$ cat src/rtl/seq_det_pkg.sv
// Shared definitions for the programmable sequence detector.
//   state_t     : detector FSM encoding (IDLE=0, FILL=1, HUNT=2)
//   DEF_*_C     : configuration loaded at reset
//   len_ok()    : pattern-length legality (1..max_len)
package seq_det_pkg;

    typedef enum logic [1:0] {
        IDLE = 2'd0,
        FILL = 2'd1,
        HUNT = 2'd2
    } state_t;

    localparam int unsigned DEF_MAX_LEN_C = 8;
    localparam int unsigned DEF_CNT_W_C   = 8;
    localparam logic [31:0] DEF_PATTERN_C = 32'h0000_000B;
    localparam int unsigned DEF_LEN_C     = 4;
    localparam logic        DEF_OVERLAP_C = 1'b0;

    function automatic logic len_ok(input int unsigned len, input int unsigned max_len);
        return (len >= 1) && (len <= max_len);
    endfunction

endpackage

$ cat src/rtl/seq_match_counter.sv
// Saturating match counter.
//   clk, rst : clock, synchronous active-low reset
//   clr      : clear (wins over inc; a same-cycle inc leaves the count at 1)
//   inc      : count one match
//   cnt      : current count
//   sat      : high while cnt is all-ones
module seq_match_counter #(
    parameter int unsigned CNT_W = 8
) (
    input  logic             clk,
    input  logic             rst,
    input  logic             clr,
    input  logic             inc,
    output logic [CNT_W-1:0] cnt,
    output logic             sat
);

    assign sat = &cnt;

    always_ff @(posedge clk) begin
        if (!rst) begin
            cnt <= '0;
        end else if (clr) begin
            cnt <= inc ? {{(CNT_W-1){1'b0}}, 1'b1} : '0;
        end else if (inc && !sat) begin
            cnt <= cnt + 1'b1;
        end
    end

endmodule

$ cat src/rtl/seq_detector_prog.sv
// Programmable serial sequence detector.
//   clk, rst    : clock, synchronous active-low reset
//   en          : detector enable (low returns to IDLE, clears history)
//   in_valid    : qualifies in_bit
//   in_bit      : serial data
//   cfg_load    : strobe loading cfg_pattern / cfg_len / cfg_overlap
//   cfg_pattern : pattern, bit [cfg_len-1] received first, bit [0] last
//   cfg_len     : pattern length 1..MAX_LEN
//   cfg_overlap : 1 = overlapping detection
//   cnt_clr     : clears match_cnt
//   match       : registered one-cycle pulse per detection
//   match_cnt   : saturating match count
//   cnt_sat     : match_cnt is all-ones
//   cfg_err     : one-cycle pulse after a rejected cfg_load
//   state_o     : FSM state for debug
module seq_detector_prog
    import seq_det_pkg::*;
#(
    parameter int unsigned          MAX_LEN     = DEF_MAX_LEN_C,
    parameter int unsigned          CNT_W       = DEF_CNT_W_C,
    parameter logic [MAX_LEN-1:0]   DEF_PATTERN = DEF_PATTERN_C[MAX_LEN-1:0],
    parameter int unsigned          DEF_LEN     = DEF_LEN_C,
    parameter logic                 DEF_OVERLAP = DEF_OVERLAP_C
) (
    input  logic                         clk,
    input  logic                         rst,
    input  logic                         en,
    input  logic                         in_valid,
    input  logic                         in_bit,
    input  logic                         cfg_load,
    input  logic [MAX_LEN-1:0]           cfg_pattern,
    input  logic [$clog2(MAX_LEN+1)-1:0] cfg_len,
    input  logic                         cfg_overlap,
    input  logic                         cnt_clr,
    output logic                         match,
    output logic [CNT_W-1:0]             match_cnt,
    output logic                         cnt_sat,
    output logic                         cfg_err,
    output logic [1:0]                   state_o
);

    localparam int unsigned LW = $clog2(MAX_LEN + 1);

    state_t             state;
    logic [MAX_LEN-1:0] pat;
    logic [LW-1:0]      len;
    logic               overlap;
    logic [MAX_LEN-1:0] hist;
    logic [LW-1:0]      fill;

    logic               cfg_ok;
    logic               accept;
    logic               enough;
    logic [MAX_LEN-1:0] mask;
    logic [MAX_LEN:0]   win;
    logic               hit;
    logic [LW-1:0]      fill_next;

    assign cfg_ok = len_ok(32'(cfg_len), MAX_LEN);
    assign accept = en && in_valid && !cfg_load;
    assign win    = {hist, in_bit};
    // fill >= len-1, written as fill+1 >= len to stay unsigned-safe
    assign enough = ({1'b0, fill} + {{LW{1'b0}}, 1'b1}) >= {1'b0, len};

    always_comb begin
        mask = '0;
        for (int unsigned i = 0; i < MAX_LEN; i++) begin
            mask[i] = (i < 32'(len));
        end
    end

    assign hit = accept && enough && ((win[MAX_LEN-1:0] & mask) == (pat & mask));

    // Non-overlap restarts the fill after a hit; overlap keeps it saturated.
    always_comb begin
        fill_next = fill;
        if (accept) begin
            if (hit && !overlap) begin
                fill_next = '0;
            end else if (fill != len) begin
                fill_next = fill + 1'b1;
            end
        end
    end

    always_ff @(posedge clk) begin
        if (!rst) begin
            pat     <= DEF_PATTERN;
            len     <= LW'(DEF_LEN);
            overlap <= DEF_OVERLAP;
            hist    <= '0;
            fill    <= '0;
            state   <= IDLE;
            match   <= 1'b0;
            cfg_err <= 1'b0;
        end else begin
            match   <= hit;
            cfg_err <= cfg_load && !cfg_ok;
            if (cfg_load && cfg_ok) begin
                pat     <= cfg_pattern;
                len     <= cfg_len;
                overlap <= cfg_overlap;
                hist    <= '0;
                fill    <= '0;
                state   <= en ? FILL : IDLE;
            end else if (!en) begin
                hist  <= '0;
                fill  <= '0;
                state <= IDLE;
            end else begin
                if (accept) begin
                    hist <= {hist[MAX_LEN-2:0], in_bit};
                end
                fill <= fill_next;
                // HUNT exactly while the window is full
                if (state == IDLE) begin
                    state <= FILL;
                end else begin
                    state <= (fill_next >= len) ? HUNT : FILL;
                end
            end
        end
    end

    assign state_o = state;

    seq_match_counter #(
        .CNT_W (CNT_W)
    ) u_cnt (
        .clk (clk),
        .rst (rst),
        .clr (cnt_clr),
        .inc (hit),
        .cnt (match_cnt),
        .sat (cnt_sat)
    );

endmodule
$ cat config.mk
export PLATFORM = sky130hd
export DESIGN_NAME = seq_detector_prog
export DESIGN_NICKNAME = d
export VERILOG_FILES = /design/src/rtl/seq_det_pkg.sv /design/src/rtl/seq_match_counter.sv /design/src/rtl/seq_detector_prog.sv
export SDC_FILE = /design/constraint.sdc
export NUM_CORES = 1
export LEC_CHECK = 0
export CELL_PAD_IN_SITES_DETAIL_PLACEMENT = 0
export CELL_PAD_IN_SITES_GLOBAL_PLACEMENT = 1
export CORE_MARGIN = 3
export CORE_UTILIZATION = 25
export DETAILED_ROUTE_END_ITERATION = 10
export PLACE_DENSITY = 0.5
export SETUP_SLACK_MARGIN = 0.3
export SYNTH_ARGS = -nofsm -noshare
export SYNTH_HDL_FRONTEND = slang
export SYNTH_HIERARCHICAL = 1
export SYNTH_SLANG_ARGS = --single-unit
$ cat constraint.sdc
create_clock -name clk -period 4.05 [get_ports clk]
set_input_delay 0.405 -clock clk [delete_from_list [all_inputs] [get_ports clk]]
set_output_delay 0.405 -clock clk [all_outputs]
set_load 0.03 [all_outputs]
==> impl_metrics.ini, run 1 <==
[placed_design]
dp_hpwl_um = 3920
postPlaceCellArea_um2 = 2500
place_congestion = 0.805
numPortBuffers = 32

[drt]
detail-route-antenna-nets = 0
wl_per_cell_um = 14.5
via_per_inst = 4.77
first_iter_violations = 86
drt_wl_total_um = 5280
dr.pass1.iters = 4
num_vias = 1730
route.detailed.drc = 0

[floorplan]
ios = 33
dieHeight_um = 98.5
start_util = 0.259
rows = 33
core_um2 = 8260
die-width_um = 98.5
die_area_um2 = 9700

[sta]
maxSlewViolCount = 0
final_hold_viol_count = 0
fmax_ghz = 0.329
relSlewSlack = 0.651
period_share = 0.750
clock_skew_ns = 0.00513
finalSetupViolations = 0
min_period_ns = 3.04
tns_ns = 0
tightest_slew_ns = 0.523
rsz0062_at_grt = no

[clocking]
cts_buffer_depth = 2
cts.clk_slew.worst_paths_ns = 0.07
clock-sinks = 36
cts_resized = 0
numCtsBuffers = 5
cts_tree = done
h-tree-depth = 2
cts_hold_buf = 0
cts_setup_buffers = 0
root_buffer = clkbuf_8
clock_latency_ns = 0.29

[global_routing]
track_usage = 0.114
grt_pass1_wl_um = 9030
grt_pass1_vias = 1774
grt_remaining_overflow = 0
grt_max_degree = 17
antenna_found_initial = 0

[layout]
insertedDiodeCount = 0
post-route-cell-area_um2 = 2590
synthToLayoutAreaGrowth_pct = 21.0
nets = 287
final_common_cell = dfxtp_1
drive_gt1_frac = 0.0891
n_fill_cell = 883
final_cell_mix = dfxtp_1, clkdlybuf4s50_1, nand2_1

[logic_synthesis]
yosysWarnings = 6
yosys.area.top_type_share = 0.337
synthFlopType = dfxtp_1
synth.largest_area_cell = dfxtp_1
yosysUniqueCellTypes = 53
synth_area_um2 = 2140
synthCells = 229
synth_edf_count = 0
synth.avg_cell_area_um2 = 9.34
syn_nets = 259
yosys-top-cells-area = dfxtp_1, mux2i_1, ha_1, nand2_1, buf_6
ys_seq_area_frac = 0.337
async_flop_share = 0
ys_seq_elements = 36

[pwr]
pwr-share-seq = 0.509
clkPwrFrac = 0.368
swShare = 0.250
p_total_mw = 0.728
power-per-cell-area_nw_per_um2 = 281
intPower_mw = 0.546
p_leak_nw = 0.970
p_comb_frac = 0.123
vdd_ir_drop_max_mv = 0.118
p_switching_mw = 0.182

[flow_run]
cap_viol_max_count = 0

[worst_setup_path]
worstPathRequired_ns = 4.28
endpoint_kind = flop
start_kind = flop
cp.arrival_ns = 3.27
worstRegToRegCells = 11
cp_max_fo = 10
critPathKind = flop to flop

[status]
status = completed

[worst_hold_path]
hold_depth = 2
hold_path_class = flop to flop
-- cell families (layout without fill, tap and decap cells) --
group / count (synthesis) / after routing / synth area share
fa+ha+maj: 10 / 10 / 0.0585
buf+inv: 20 / 49 / 0.0626
compound gates: 51 / 51 / 0.188
xor+xnor: 14 / 14 / 0.0608
flops: 36 / 36 / 0.337
simple gates: 83 / 83 / 0.223
mux: 15 / 15 / 0.0702
-- power by group through the flow --
stage          Clock, mW  Combinational [mW]  Sequential [mW]
2_1_floorplan          0              0.0570            0.377
3_3_place_gp           0              0.0916            0.380
3_5_place_dp           0              0.0911            0.379
4_1_cts            0.279              0.0915            0.371
5_1_grt            0.296               0.101            0.372
6_report           0.268              0.0896            0.371
-- final timing paths --
kind | slack [ns] | endpoint | start
min reg2reg | 0.48 | hist[6]$_SDFFE_PP0P_ | hist[6]$_SDFFE_PP0P_
max reg2reg | 1.01 | state_o[0]$_SDFF_PN0_ | fill[2]$_SDFF_PP0_
min | 0.48 | hist[6]$_SDFFE_PP0P_ | hist[6]$_SDFFE_PP0P_
max | 1.01 | state_o[0]$_SDFF_PN0_ | fill[2]$_SDFF_PP0_
-- layout make-up --
type	count	area (um^2)	share of cell area
clock buffers	8	90.1	0.0348
inverters	7	26.3	0.0101
multi-input cells	173	1280	0.496
flip-flops and latches	36	721	0.278
well taps	105	131	0.0507
repair buffers	34	335	0.130
-- routing by layer --
layer  share of wire  up-vias  global-route usage
met5               0        -                   0
met4           0.013        0              0.0399
met3           0.028        5              0.0212
met2            0.46       31               0.166
met1            0.50      804               0.168
li1                -      890                   -
-- critical path, stage by stage (launching register included) --
cell and delay (ns):
dfxtp_1 0.48, nand3_1 0.21, xnor2_1 0.17, ha_1 0.30, o2111ai_1 0.16, a221oi_4 0.54, a21o_1 0.18, ha_1 0.21
nand2b_1 0.14, a211o_1 0.28, a21oi_1 0.17, o21ba_1 0.15
-- metrics by stage --
stage           util  worst slack, ns  hold slack (ns)  std cells
2_1_floorplan      -             1.34            0.448        229
3_3_place_gp   0.303            0.886            0.466        355
3_5_place_dp   0.303            0.797            0.466        355
4_1_cts        0.313             1.01            0.477        363
5_1_grt        0.313            0.741            0.511        363
6_report       0.313             1.01            0.476        363
-- synthesized netlist by cell type, drive strengths merged, types with 3 or more instances --
cell     n
a211oi   8
xor2     9
nor4     3
nor2     3
o21ai    6
inv      7
nand2   26
nor3b    3
nor3     7
xnor2    5
mux2i   15
and3     3
buf     12
nand2b   5
ha      10
nand4    5
a21oi   15
dfxtp   36
nor2b   10
nand3    6
-- registers in the layout, indices dropped and copies added (netlist names), 2 cells and up --
register,count
pat,8
state_o,2
fill,4
len,4
u_cnt/cnt,8
hist,7
Note: power is estimated with default switching activity, not from simulation.
==> run 2: changes to the inputs <==
Settings changed: PLACE_DENSITY 0.5 to 0.52.
Clock period 4.05 ns to 2.6 ns, I/O delays scaled along.
==> run 2 against run 1 <==
Core utilization rose by 4.6 points. Largest cell class unchanged. Total power increased by 71%. Sequential power increased by 55%. Clock-buffer cell count down 3. Sequential cell count is the same. Critical path depth stayed put. Clock power grew 85%. Final cell count increased by 8.8%. Sequential share of layout area decreased by 3.2 points. Worst setup slack lost 0.95 ns. Register-to-register slack worse by 0.95 ns. Largest power group unchanged.
==> impl_metrics.ini, run 2 (synthesized netlist as in run 1, its figures left out) <==
[drt]
dr.pass1.iters = 4
first_iter_violations = 52
drt_wl_total_um = 5400
num_vias = 1844
route.detailed.drc = 0
wl_per_cell_um = 13.7
detail-route-antenna-nets = 0
via_per_inst = 4.67

[global_routing]
antenna_found_initial = 0
track_usage = 0.116
grt_remaining_overflow = 0
grt_pass1_wl_um = 9170
grt_max_degree = 17
grt_pass1_vias = 1815

[clocking]
h-tree-depth = 2
cts_tree = done
cts_buffer_depth = 2
clock_latency_ns = 0.29
clock-sinks = 36
root_buffer = clkbuf_8
numCtsBuffers = 5
cts.clk_slew.worst_paths_ns = 0.07

[worst_setup_path]
worstPathRequired_ns = 2.83
regToRegStartpoint = fill[0]$_SDFF_PP0_
worst-r2r-setup-slack_ns = 0.06
setup.worst_path.start = fill[0]$_SDFF_PP0_
start_kind = flop
critPathKind = flop to flop
endpoint_kind = flop
cp_max_fo = 4
cp.arrival_ns = 2.77

[pwr]
power-per-cell-area_nw_per_um2 = 419
p_leak_nw = 1.16
vdd_ir_drop_max_mv = 0.190
p_total_mw = 1.24

[layout]
insertedDiodeCount = 0
synthToLayoutAreaGrowth_pct = 38.8
fin_util = 0.360
reg.largest.list = pat: 8 flops, u_cnt/cnt: 8 flops, hist: 7 flops
drive_gt1_frac = 0.276
final_cell_mix = buf_4, clkdlybuf4s50_1, dfxtp_1
final_common_cell = buf_4
nets = 319
n_fill_cell = 869

[floorplan]
dieHeight_um = 98.5
ios = 33
core_um2 = 8260
die-width_um = 98.5
die_area_um2 = 9700
rows = 33
start_util = 0.259

[sta]
final_hold_viol_count = 0
min_period_ns = 2.54
setup_slack_ns = 0.0598
maxSlewViolCount = 0
clock_skew_ns = 0.00702
rsz0062_at_grt = yes
period_share = 0.977
relSlewSlack = 0.703
holdWs_ns = 0.476
finalSetupViolations = 0
fmax_ghz = 0.394
tightest_slew_ns = 0.444

[worst_hold_path]
hold_path_class = flop to flop
hold_start = hist[6]$_SDFFE_PP0P_

[placed_design]
place_congestion = 0.824
place_ws_ns = -0.0259
numPortBuffers = 32
dp_hpwl_um = 4290

[flow_run]
cap_viol_max_count = 0

[status]
status = completed
run 2: cell count changes in the layout (fill, tap and decap cells not counted), sizes merged:
cell	before	now
clkdlybuf4s50	32	31
clkinv	0	1
bufinv	0	1
inv	7	8
buf	2	34
clkbuf	8	5
dlygate4sd2	0	1
run 2: critical path, stage by stage (launching register included):
cell	delay, ns
dfxtp_4	0.37
ha_4	0.25
ha_2	0.17
or3b_4	0.37
o2111ai_2	0.11
a221oi_4	0.11
a21o_1	0.19
ha_1	0.26
nand2b_4	0.13
a211o_1	0.26
a21oi_2	0.14
o21ba_1	0.12
run 2: power by group:
part,switching (mW),internal [mW]
Sequential,0.0116,0.564
Clock,0.212,0.285
Combinational,0.0795,0.0922
Total,0.303,0.940
run 2: timing repair:
item | in CTS | in global routing
pin swaps | 6 | 2
resized for setup | 8 | 11
buffers inserted | 1 | 0
hold buffers | 0 | 0
cloned | 0 | 0
endpoints found under the setup margin | 11 | 11
run 2: worst paths after layout:
path	endpoint	cells after the start
worst max-delay path	state_o[0]$_SDFF_PN0_	11
worst min-delay path	hist[6]$_SDFFE_PP0P_	2
worst max register to register	state_o[0]$_SDFF_PN0_	11
worst min register to register	hist[6]$_SDFFE_PP0P_	2
run 2: metal layers:
layer / wire length, um / GRT usage
met4: 43 / 0.0315
met5: 0 / 0
met1: 2660 / 0.158
met3: 132 / 0.0255
met2: 2560 / 0.186
run 2: area by class of cell:
cell class              instances  area, um^2  area share
multi-input cells             173        1390       0.469
flip-flops and latches         36         732       0.246
repair buffers                 66         578       0.195
well taps                     105         131      0.0442
clock buffers                   5        68.8      0.0232
clock inverters                 3        41.3      0.0139
inverters                       7        26.3     0.00885
run 2: stage by stage:
step	TNS, ns	instance area, um^2	std cells
6_report	0	2970	395
5_1_grt	-0.153	2970	395
4_1_cts	0	2930	395
3_5_place_dp	-0.0502	2780	386
3_3_place_gp	-0.0708	2780	386
2_1_floorplan	0	2200	229
==> run 3: changes to the inputs <==
Settings changed: CORE_UTILIZATION 25 to 37, PLACE_DENSITY 0.52 to 0.73.
==> run 3 against run 2 <==
The run now ends with setup timing left. Global-route usage rose by 3.8 points. Sequential share of layout area shrank 0.31 points. Maximum frequency shrank 2.8%. First-iteration DRC count grew 35%. Sequential cell count unchanged. Clock-buffer cell count unchanged. Register-to-register slack got worse by 0.07 ns. Via count is 1.6% higher.
==> impl_metrics.ini, run 3 (synthesized netlist as in run 1, its figures left out) <==
[floorplan]
ios = 33
dieHeight_um = 82.0
start_util = 0.386
die_area_um2 = 6730
rows = 27
die-width_um = 82.0
core_um2 = 5540

[drt]
drt_wl_total_um = 5180
num_vias = 1874
via_per_inst = 5.19
dr.pass1.iters = 4
route.detailed.drc = 0
wl_per_cell_um = 14.3
detail-route-antenna-nets = 0
first_iter_violations = 70

[placed_design]
place_congestion = 0.836
placed_cells = 348
numPortBuffers = 32
dp_hpwl_um = 3820

[global_routing]
grt_max_degree = 22
grt_pass1_vias = 1674
antenna_found_initial = 0
grt_remaining_overflow = 0
grt_pass1_wl_um = 7990
track_usage = 0.154

[sta]
clock_skew_ns = 0.00546
period_share = 1.00
finalSetupViolations = 1
final_hold_viol_count = 0
rsz0062_at_grt = yes
holdWs_ns = 0.472
fmax_ghz = 0.383
maxSlewViolCount = 0
relSlewSlack = 0.703
min_period_ns = 2.61
setup_slack_ns = -0.0129
tightest_slew_ns = 0.444

[layout]
seq_area_um2 = 728
instances_no_fill = 361
final_cell_mix = dfxtp_1, clkdlybuf4s50_1, buf_4
drive_gt1_frac = 0.287
final_common_cell = dfxtp_1
reg.largest.list = pat: 8 flops, u_cnt/cnt: 8 flops, hist: 7 flops
insertedDiodeCount = 0
nets = 318
synthToLayoutAreaGrowth_pct = 39.9
multi_input_area_um2 = 1450
n_fill_cell = 535

[status]
violations = setup timing
status = finished, violations left

[clocking]
cts.clk_slew.worst_paths_ns = 0.07
h-tree-depth = 2
clock_latency_ns = 0.29
root_buffer = clkbuf_8
clock-sinks = 36
numCtsBuffers = 5
cts_buffer_depth = 2
cts_tree = done

[worst_setup_path]
worstPathRequired_ns = 2.83
cp_max_fo = 4
regToRegStartpoint = fill[2]$_SDFF_PP0_
worst-r2r-setup-slack_ns = -0.01
rr_endpoint = state_o[0]$_SDFF_PN0_
critPathKind = flop to flop
start_kind = flop
endpoint_kind = flop
worstRegToRegCells = 11
cp.arrival_ns = 2.85

[pwr]
p_switching_mw = 0.295
p_comb_frac = 0.137
intPower_mw = 0.937
vdd_ir_drop_max_mv = 0.292
p_leak_nw = 1.16
clkPwrFrac = 0.395
pwr-share-seq = 0.468
power-per-cell-area_nw_per_um2 = 412
swShare = 0.239

[worst_hold_path]
hold_path_end = hist[6]$_SDFFE_PP0P_
hold_start = hist[6]$_SDFFE_PP0P_
hold_depth = 2
hold_path_class = flop to flop

[flow_run]
cap_viol_max_count = 0
## run 3: cell count changes in the layout (fill, tap and decap cells not counted), moves of 2 or more
cell     before  now
nor4_2        0    2
nor4_1        3    1
buf_4        33   29
ha_2          3    1
buf_6         1    3
dfxtp_1      29   32
dfxtp_2       6    3
## run 3: critical path, cell delays in order, from the launching register on
cell	delay, ns
dfxtp_1	0.39
nand3_4	0.10
xnor2_2	0.14
ha_1	0.32
o2111ai_2	0.15
a221oi_4	0.38
a21o_1	0.17
ha_1	0.22
nand2b_4	0.13
a211o_1	0.26
a21oi_2	0.16
o21ba_1	0.13
## run 3: how the worst max path moves through the flow
| stage | start | to | depth (start not counted) |
|---|---|---|---|
| after CTS | fill[0]$_SDFF_PP0_ | state_o[0]$_SDFF_PN0_ | 11 |
| after global routing | fill[0]$_SDFF_PP0_ | state_o[0]$_SDFF_PN0_ | 11 |
| final | fill[2]$_SDFF_PP0_ | state_o[0]$_SDFF_PN0_ | 11 |
| after detailed placement | fill[0]$_SDFF_PP0_ | state_o[0]$_SDFF_PN0_ | 11 |
| after floorplan | fill[2]$_SDFF_PP0_ | state_o[1]$_SDFF_PP0_ | 12 |
| after global placement | fill[0]$_SDFF_PP0_ | state_o[1]$_SDFF_PP0_ | 11 |
## run 3: cell type report
type	count	share of cell area
Clock buffer	5	0.0230
Tap cell	72	0.0301
Inverter	7	0.00878
Clock inverter	3	0.0142
Sequential cell	36	0.243
Timing Repair Buffer	65	0.198
Multi-Input combinational cell	173	0.483
## run 3: repair_timing
action,in CTS,in global routing
resized for setup,7,22
pin swaps,6,12
endpoints found under the setup margin,11,10
setup buffers,0,5
hold buffers,0,0
## run 3: power groups by stage
| stage | Clock, mW | Combinational (mW) | Sequential [mW] |
|---|---|---|---|
| 2_1_floorplan | 0 | 0.0908 | 0.586 |
| 4_1_cts | 0.503 | 0.165 | 0.576 |
| 6_report | 0.487 | 0.169 | 0.576 |
| 5_1_grt | 0.522 | 0.184 | 0.578 |
| 3_3_place_gp | 0 | 0.162 | 0.588 |
| 3_5_place_dp | 0 | 0.162 | 0.588 |
## run 3: per-layer routing
metal	track usage	part of all wire	up-vias
met3	0.0296	0.032	10
met1	0.215	0.49	879
met4	0.0498	0.014	0
li1	-	-	951
met2	0.238	0.46	34
met5	0	0	-
## run 3: per-stage QoR
stage / power, mW / utilization / setup TNS (ns) / setup WS (ns) / instance area (um^2)
2_1_floorplan: 0.677 / - / 0 / 0.0158 / 2200
3_3_place_gp: 0.750 / 0.490 / 0 / 0.0340 / 2720
3_5_place_dp: 0.751 / 0.490 / -0.0122 / -0.0109 / 2720
4_1_cts: 1.24 / 0.513 / 0 / 0.0358 / 2840
5_1_grt: 1.28 / 0.540 / -0.335 / -0.153 / 2990
6_report: 1.23 / 0.540 / -0.0129 / -0.0129 / 2990
